## config.mk

```make
export PLATFORM = sky130hd
export DESIGN_NAME = hazard_ctrl
export DESIGN_NICKNAME = d
export VERILOG_FILES = /design/src/rtl/hazard_pkg.sv /design/src/rtl/hazard_stage.sv /design/src/rtl/hazard_ctrl.sv
export SDC_FILE = /design/constraint.sdc
export NUM_CORES = 1
export LEC_CHECK = 0
export CAP_MARGIN = 20
export CORE_MARGIN = 2
export CORE_UTILIZATION = 60
export CTS_CLUSTER_DIAMETER = 200
export DETAILED_ROUTE_END_ITERATION = 7
export DONT_BUFFER_PORTS = 1
export PLACE_DENSITY = 0.82
export SYNTH_ARGS = -nofsm -noshare
export SYNTH_HDL_FRONTEND = slang
export SYNTH_HIERARCHICAL = 1
export SYNTH_SLANG_ARGS = --single-unit
```

## constraint.sdc

```tcl
create_clock -name clk -period 4.08 [get_ports clk]
set_input_delay 0.612 -clock clk [delete_from_list [all_inputs] [get_ports clk]]
set_output_delay 0.612 -clock clk [all_outputs]
set_load 0.05 [all_outputs]
```

## src/rtl/hazard_pkg.sv

```systemverilog
`timescale 1ns/1ps
// -----------------------------------------------------------------------------
// hazard_pkg
// Shared types and constants for the hazard controller.
//   fwd_sel_t     : EX operand mux select (regfile / EX-MEM ALU_Out / MEM-WB result)
//   stage_entry_t : per-stage record of source/destination registers and flags
//   eff_write     : does an entry really write a register someone could depend on
//   dest_only     : strip an entry down to what the MEM and WB stages need
// -----------------------------------------------------------------------------
package hazard_pkg;

   localparam int ENTRY_REG_W  = 5;
   localparam int ZERO_REG_IDX = 31;

   localparam int NUM_STAGES = 3;
   localparam int STAGE_EX   = 0;
   localparam int STAGE_MEM  = 1;
   localparam int STAGE_WB   = 2;

   typedef enum logic [1:0] {
      FWD_RF  = 2'b00,
      FWD_MEM = 2'b01,
      FWD_WB  = 2'b10
   } fwd_sel_t;

   typedef struct packed {
      logic                   valid;
      logic [ENTRY_REG_W-1:0] rn;
      logic [ENTRY_REG_W-1:0] rm;
      logic                   use_rn;
      logic                   use_rm;
      logic [ENTRY_REG_W-1:0] rd;
      logic                   reg_write;
      logic                   mem_read;
   } stage_entry_t;

   // A write to XZR is discarded by the register file, so it can never be a
   // hazard source or a forwarding source.
   function automatic logic eff_write(input stage_entry_t e,
                                      input logic [ENTRY_REG_W-1:0] zero_reg);
      return e.valid & e.reg_write & (e.rd != zero_reg);
   endfunction

   // Downstream of EX only the destination side of an instruction matters.
   function automatic stage_entry_t dest_only(input stage_entry_t e);
      stage_entry_t r;
      r           = '0;
      r.valid     = e.valid;
      r.rd        = e.rd;
      r.reg_write = e.reg_write;
      return r;
   endfunction

endpackage

```

## src/rtl/hazard_stage.sv

```systemverilog
`timescale 1ns/1ps
// -----------------------------------------------------------------------------
// hazard_stage
// One pipeline-stage record of the hazard controller.
//   clk    : rising-edge clock
//   reset  : asynchronous, active-low clear of the entry
//   bubble : synchronous; load an empty entry instead of d on this edge
//   d      : entry arriving from the previous stage
//   q      : registered entry
// -----------------------------------------------------------------------------
module hazard_stage
   import hazard_pkg::*;
(
   input  logic         clk,
   input  logic         reset,
   input  logic         bubble,
   input  stage_entry_t d,
   output stage_entry_t q
);

   stage_entry_t entry_q;
   stage_entry_t entry_d;

   always_comb begin
      entry_d = d;
      if (bubble) begin
         entry_d = '0;
      end
   end

   always_ff @(posedge clk or negedge reset) begin
      if (!reset) begin
         entry_q <= '0;
      end else begin
         entry_q <= entry_d;
      end
   end

   assign q = entry_q;

endmodule

```

## src/rtl/hazard_ctrl.sv

```systemverilog
`timescale 1ns/1ps
// -----------------------------------------------------------------------------
// hazard_ctrl
// Feedback half of the pipeline control path. Tracks destination register and
// write/load flags of the instructions in EX, MEM and WB and drives operand
// forwarding selects, the load-use stall and branch flush/bubble controls.
//
// Ports
//   clk, reset           : rising-edge clock, asynchronous active-low reset
//   id_*                 : decoded instruction currently in ID
//   ex_brTaken           : EX instruction resolved as a taken branch
//   stall                : hold PC and IF/ID
//   flush_ifid           : clear IF/ID to NOP
//   ex_bubble            : load zeros into ID/EX this edge
//   fwdA, fwdB           : EX operand selects (00 RF, 01 EX/MEM, 10 MEM/WB)
//   stall_cnt, flush_cnt : saturating event counters
//
// Build option: define HAZARD_PERF_EN to implement the stall/flush counters;
// otherwise both counter outputs are tied to zero.
// -----------------------------------------------------------------------------
module hazard_ctrl
   import hazard_pkg::*;
#(
   parameter int REG_ADDR_W = ENTRY_REG_W,
   parameter int ZERO_REG   = ZERO_REG_IDX
) (
   input  logic                  clk,
   input  logic                  reset,
   input  logic                  id_valid,
   input  logic [REG_ADDR_W-1:0] id_Rn,
   input  logic [REG_ADDR_W-1:0] id_Rm,
   input  logic                  id_useRn,
   input  logic                  id_useRm,
   input  logic [REG_ADDR_W-1:0] id_Rd,
   input  logic                  id_RegWrite,
   input  logic                  id_MemRead,
   input  logic                  ex_brTaken,
   output logic                  stall,
   output logic                  flush_ifid,
   output logic                  ex_bubble,
   output logic [1:0]            fwdA,
   output logic [1:0]            fwdB,
   output logic [15:0]           stall_cnt,
   output logic [15:0]           flush_cnt
);

   localparam logic [REG_ADDR_W-1:0] ZERO_IDX = REG_ADDR_W'(ZERO_REG);

   stage_entry_t           id_entry;
   stage_entry_t           stage_d [NUM_STAGES];
   stage_entry_t           stage_q [NUM_STAGES];
   logic [NUM_STAGES-1:0]  stage_bubble;

   stage_entry_t ex_e;
   stage_entry_t mem_e;
   stage_entry_t wb_e;

   logic     mem_eff;
   logic     wb_eff;
   logic     load_use;
   logic     bubble_now;
   fwd_sel_t fwd_a_sel;
   fwd_sel_t fwd_b_sel;

   // A non-valid ID slot becomes an all-zero entry so it can never match.
   always_comb begin
      id_entry = '0;
      if (id_valid) begin
         id_entry.valid     = 1'b1;
         id_entry.rn        = id_Rn;
         id_entry.rm        = id_Rm;
         id_entry.use_rn    = id_useRn;
         id_entry.use_rm    = id_useRm;
         id_entry.rd        = id_Rd;
         id_entry.reg_write = id_RegWrite;
         id_entry.mem_read  = id_MemRead;
      end
   end

   // Only the EX entry can be bubbled; MEM and WB always advance so a stalled
   // load keeps moving toward writeback.
   assign stage_bubble = {{(NUM_STAGES-1){1'b0}}, bubble_now};

   genvar gi;
   generate
      for (gi = 0; gi < NUM_STAGES; gi++) begin : g_stage
         if (gi == STAGE_EX) begin : g_src
            assign stage_d[gi] = id_entry;
         end else begin : g_src
            assign stage_d[gi] = dest_only(stage_q[gi-1]);
         end

         hazard_stage u_stage (
            .clk    (clk),
            .reset  (reset),
            .bubble (stage_bubble[gi]),
            .d      (stage_d[gi]),
            .q      (stage_q[gi])
         );
      end
   endgenerate

   assign ex_e  = stage_q[STAGE_EX];
   assign mem_e = stage_q[STAGE_MEM];
   assign wb_e  = stage_q[STAGE_WB];

   always_comb begin
      mem_eff = eff_write(mem_e, ZERO_IDX);
      wb_eff  = eff_write(wb_e,  ZERO_IDX);

      // The younger producer (MEM) holds the newer value and wins over WB.
      fwd_a_sel = FWD_RF;
      if (ex_e.use_rn && mem_eff && (mem_e.rd == ex_e.rn)) begin
         fwd_a_sel = FWD_MEM;
      end else if (ex_e.use_rn && wb_eff && (wb_e.rd == ex_e.rn)) begin
         fwd_a_sel = FWD_WB;
      end

      fwd_b_sel = FWD_RF;
      if (ex_e.use_rm && mem_eff && (mem_e.rd == ex_e.rm)) begin
         fwd_b_sel = FWD_MEM;
      end else if (ex_e.use_rm && wb_eff && (wb_e.rd == ex_e.rm)) begin
         fwd_b_sel = FWD_WB;
      end

      // Load data is only available after MEM, so a consumer directly behind
      // a load must wait one cycle.
      load_use = id_valid & ex_e.valid & ex_e.mem_read & ex_e.reg_write
               & (ex_e.rd != ZERO_IDX)
               & ((id_useRn & (id_Rn == ex_e.rd)) | (id_useRm & (id_Rm == ex_e.rd)));

      // A taken branch squashes the ID instruction, so its load-use hazard
      // is irrelevant and no stall is raised.
      flush_ifid = ex_brTaken;
      stall      = load_use & ~ex_brTaken;
      bubble_now = ex_brTaken | load_use;
   end

   assign ex_bubble = bubble_now;
   assign fwdA      = fwd_a_sel;
   assign fwdB      = fwd_b_sel;

`ifdef HAZARD_PERF_EN
   logic [15:0] stall_cnt_q;
   logic [15:0] stall_cnt_d;
   logic [15:0] flush_cnt_q;
   logic [15:0] flush_cnt_d;

   always_comb begin
      stall_cnt_d = stall_cnt_q;
      flush_cnt_d = flush_cnt_q;
      if (stall && (stall_cnt_q != 16'hFFFF)) begin
         stall_cnt_d = stall_cnt_q + 16'd1;
      end
      if (ex_brTaken && (flush_cnt_q != 16'hFFFF)) begin
         flush_cnt_d = flush_cnt_q + 16'd1;
      end
   end

   always_ff @(posedge clk or negedge reset) begin
      if (!reset) begin
         stall_cnt_q <= '0;
         flush_cnt_q <= '0;
      end else begin
         stall_cnt_q <= stall_cnt_d;
         flush_cnt_q <= flush_cnt_d;
      end
   end

   assign stall_cnt = stall_cnt_q;
   assign flush_cnt = flush_cnt_q;
`else
   assign stall_cnt = 16'd0;
   assign flush_cnt = 16'd0;
`endif

   // MEM and WB keep only the destination side; their source fields are
   // constant zero and deliberately unread.
   logic unused_fields;
   assign unused_fields = ^{mem_e.rn, mem_e.rm, mem_e.use_rn, mem_e.use_rm, mem_e.mem_read,
                            wb_e.rn,  wb_e.rm,  wb_e.use_rn,  wb_e.use_rm,  wb_e.mem_read};

endmodule

```

==> qor.yml, run 1 <==
status: "finished, final reports clean"
synth_cells: 184
numPortBuffers: 0
totalNegativeSetupSlack_ns: 0
via_per_inst: 4.77
row_count: 21
post_cts_resized: 0
finalCriticalPeriod_ns: 2.78
grt_max_degree: 35
maxCapViolCount: 0
die-area_mm2: 0.00388
drc: 0
post_cts_buffers: 0
setup_viol: 0
design_area_mm2: 0.00203
clk_pin_slew_ns: 0.10
fin_hold_ws_ns: 0.115
p_int_mw: 0.465
ant_nets: 0
pwr-share-comb: 0.194
end_kind: "output pin"
clkLatencyLatePin_ns: 0.31
seqPwrFrac: 0.535
gp_congestion: 0.935
largest_register_ffs: 34
slowest_delay_ns: 0.67
routed-wl-met2_um: 1500
antenna_cells: 0
grt_pass1_wl_um: 5260
die_x_um: 62.3
cts_tree: "built"
cpMaxStageDelayCell: "nor3_2"
start_util: 0.615
netlist_area_mm2: 0.00204
boundaryPins: 62
finalClockSkew_ns: 0.00912
grt_overflow: 0
crit_start: "g_stage[0].u_stage/q[4]$_DFF_PN0_"
placedInstanceArea_mm2: 0.00195
dr.first_iter.drc_count: 16
relSlewSlack: 0.386
fp.dieH_um: 62.3
drtPass1Iterations: 4
cp_cell_sequence: "xor2_1, nor4_2, a32oi_1, nor3_2"
grt_pass1_vias: 1156
dr.max_layer_used: "met4"
rsz0062_at_grt: "false"
hpwl_um: 2450
grt_usage: 0.176
tightest_slew_ns: 0.917
num_vias: 1117
power_density_mw_per_mm2: 330
grt_antenna_before_repair: 0
p_switching_mw: 0.206
path_delay_family: "simple AND/OR/NAND/NOR gates"
hold_viol_final: 0
wl_met1_um: 1210
critPathMaxFanout: 4
final.setup.worst_slack_ns: 1.30
slew_viol_final: 0
coreArea_mm2: 0.00331
power_leakage_nw: 0.928
clock.fmax_mhz: 359
numCtsBuffers: 5
fin_nets: 210
syn_to_final_growth_pct: -0.184
wire_per_inst_um: 13.1
cp_num_buf_inv: 0
htree_levels: 2
finalWirelength_um: 3050
crit_path_start_kind: "flop"
clk_path_buf_depth: 2
cts_root_buf: "clkbuf_4"
critPathRequiredTime_ns: 3.47
drive_gt1_frac: 0.277
layout_common_cells: "conb_1, dfrtp_1, nor2b_2"
wl_met3_um: 255
cts.sinks: 34
seq_area_um2: 851
holdBufCountCts: 1
pwr-share-clk: 0.271
yosys_warnings: 6
sw_frac_of_total: 0.307
worst-setup-path-type: "flop to output pin"
r2r_start: "g_stage[0].u_stage/q[4]$_DFF_PN0_"
fillers: 270
arrival_ns: 2.17
power_mw: 0.670
irDropWorstVdd_mv: 0.241
dpl_worst_slack_ns: 1.49
period_share: 0.682
hp-class: "input pin to async pin"
avgSynthCellArea_um2: 11.1
multi_input_area_mm2: 0.00104
[final cells by class]
| type | instances | share of cell area |
|---|---|---|
| clock buffers | 7 | 0.0271 |
| clock inverters | 1 | 0.00246 |
| multi-input cells | 144 | 0.510 |
| flip-flops and latches | 34 | 0.418 |
| well taps | 46 | 0.0283 |
| repair buffers | 2 | 0.0135 |
[per-layer routing]
layer | global-route usage | vias up
met2 | 0.291 | 58
met3 | 0.0688 | 10
li1 | - | 521
met5 | 0 | -
met4 | 0.0833 | 0
met1 | 0.202 | 528
[power by group through the flow]
| stage | Sequential (mW) | Clock [mW] | Combinational, mW |
|---|---|---|---|
| 2_1_floorplan | 0.362 | 0 | 0.146 |
| 3_3_place_gp | 0.365 | 0 | 0.119 |
| 3_5_place_dp | 0.365 | 0 | 0.121 |
| 4_1_cts | 0.358 | 0.189 | 0.130 |
| 5_1_grt | 0.360 | 0.211 | 0.139 |
| 6_report | 0.358 | 0.182 | 0.130 |
[final timing paths]
kind / to / slack (ns) / depth (start not counted)
hold / removal: g_stage[1].u_stage/q[19]$_DFF_PN0_ / 0.12 / 1
hold reg to reg: g_stage[1].u_stage/q[1]$_DFF_PN0_ / 0.50 / 1
setup / recovery: stall / 1.30 / 4
setup reg to reg: g_stage[0].u_stage/q[8]$_DFF_PN0_ / 1.89 / 6
min in group clk: g_stage[0].u_stage/q[19]$_DFF_PN0_ / 0.44 / 1
max in group asynchronous: g_stage[0].u_stage/q[18]$_DFF_PN0_ / 3.79 / 1
[per-stage QoR]
| step | util | instances |
|---|---|---|
| floorplan | - | 217 |
| global placement | 0.590 | 225 |
| detailed placement | 0.590 | 225 |
| CTS | 0.614 | 234 |
| global route | 0.614 | 234 |
| finish | 0.614 | 234 |
(Power assumes the default switching activity.)
==> run 2: changes to the inputs <==
- CORE_UTILIZATION: 60 -> 58
- clock period: 4.08 -> 2.3 ns (I/O delays scaled with it)
==> run 2 against run 1 <==
  * Via count up 0.81%
  * Setup slack lost 1.2 ns
  * Total power is 74% higher
  * Cell count rose by 2.6%
  * Non-clock buffer count grew 7
  * Combinational power grew 85%
  * Sequential share of layout area down 1.3 points
  * Cell area grew 3.3%
  * Largest power group unchanged
==> qor.yml, run 2 (synthesis gave the netlist of run 1 again) <==
rsz0062_at_grt: "true"
finalWirelength_um: 3210
syn_to_final_growth_pct: 3.13
htree_levels: 2
grt_max_degree: 35
clkLatencyLatePin_ns: 0.33
placedInstanceArea_mm2: 0.00202
post_cts_buffers: 0
power_density_mw_per_mm2: 556
cts_tree: "built"
grt_overflow: 0
die-area_mm2: 0.00400
layout_common_cells: "conb_1, dfrtp_1, nor2b_2"
multi_input_area_mm2: 0.00104
drtPass1Iterations: 4
power_leakage_nw: 0.967
finalClockSkew_ns: 0.0139
largest_register_ffs: 34
r2r_start: "g_stage[0].u_stage/q[6]$_DFF_PN0_"
hold_viol_final: 0
setup_viol: 0
hpwl_um: 2560
slew_viol_final: 0
cts.sinks: 34
wire_per_inst_um: 13.4
worst-setup-path-type: "flop to output pin"
via_per_inst: 4.69
crit_start: "g_stage[0].u_stage/q[6]$_DFF_PN0_"
rr_endpoint: "g_stage[0].u_stage/q[6]$_DFF_PN0_"
fin_hold_ws_ns: 0.154
numCtsBuffers: 5
endpoint: "ex_bubble"
final_util: 0.625
row_count: 21
drc: 0
r2r_slack_ns: 0.39
grt_usage: 0.180
crit_path_start_kind: "flop"
fp.dieH_um: 63.3
end_kind: "output pin"
drive_gt1_frac: 0.289
irDropWorstVdd_mv: 0.377
maxCapViolCount: 0
period_share: 0.956
numPortBuffers: 0
start_util: 0.606
clk_path_buf_depth: 2
grt_pass1_vias: 1158
die_x_um: 63.3
coreArea_mm2: 0.00336
gp_congestion: 0.893
grt_antenna_before_repair: 0
seq_area_um2: 851
status: "finished, final reports clean"
critPathRequiredTime_ns: 1.96
boundaryPins: 62
fin_nets: 217
dr.first_iter.drc_count: 37
ant_nets: 0
critPathMaxFanout: 4
num_vias: 1126
clk_pin_slew_ns: 0.09
design_area_mm2: 0.00210
antenna_cells: 0
clock.fmax_mhz: 455
fillers: 274
grt_pass1_wl_um: 5510
hp-class: "input pin to flop"
finalCriticalPeriod_ns: 2.20
cts_root_buf: "clkbuf_4"
arrival_ns: 1.85
reg2reg_depth: 6
run 2: cell count changes in the layout (fill, tap and decap cells not counted):
cell	previous run	this run
a32oi_1	1	0
a32oi_2	0	1
buf_12	1	3
buf_4	1	5
clkbuf_1	1	2
clkbuf_8	1	0
clkinv_2	1	0
dlygate4sd3_1	0	1
nor3_1	0	1
nor3_2	5	4
run 2: layer usage:
layer | global-route usage | vias up | share of wire
li1 | - | 537 | -
met5 | 0 | - | 0
met2 | 0.303 | 44 | 0.53
met1 | 0.217 | 541 | 0.41
met3 | 0.0500 | 4 | 0.057
met4 | 0.0788 | 0 | 0.0084
run 2: where the power goes:
part / internal, mW / leakage (nW) / switching [mW]
clock: 0.115 / 0.0254 / 0.177
sequential: 0.616 / 0.461 / 0.0196
combinational: 0.0668 / 0.481 / 0.174
total: 0.798 / 0.967 / 0.371
run 2: worst min-delay path by stage:
stage	startpoint	to	slack, ns	depth (start not counted)
5_1_grt	id_valid	g_stage[0].u_stage/q[19]$_DFF_PN0_	0.12	1
4_1_cts	id_valid	g_stage[0].u_stage/q[19]$_DFF_PN0_	0.14	1
3_5_place_dp	reset	g_stage[0].u_stage/q[4]$_DFF_PN0_	0.05	0
6_report	id_valid	g_stage[0].u_stage/q[19]$_DFF_PN0_	0.15	1
3_3_place_gp	reset	g_stage[0].u_stage/q[4]$_DFF_PN0_	0.05	0
2_1_floorplan	reset	g_stage[0].u_stage/q[0]$_DFF_PN0_	0.05	0
run 2: repair_timing:
item | 4_1_cts | 5_1_grt
gates resized for setup | 0 | 1
setup endpoints to repair | 0 | 1
endpoints found under the hold margin | 34 | 0
hold buffers | 2 | 0
run 2: area by class of cell:
cell class                      instances  area share
Multi-Input combinational cell        144       0.495
Sequential cell                        34       0.405
Timing Repair Buffer                    9      0.0512
Tap cell                               46      0.0274
Clock buffer                            7      0.0214
run 2: critical path, stage by stage, from the launching register on:
cell and delay [ns]:
dfrtp_1 0.45, xor2_1 0.16, nor4_1 0.35, a32oi_2 0.14, o21bai_4 0.42
run 2: metrics by stage:
step	power (mW)	cells	setup TNS [ns]	setup slack (ns)
floorplan	0.902	217	-0.0904	-0.0904
global placement	0.865	231	0	0.446
detailed placement	0.870	231	0	0.398
CTS	1.18	240	0	0.0713
global route	1.23	240	-0.00975	-0.00975
finish	1.17	240	0	0.102
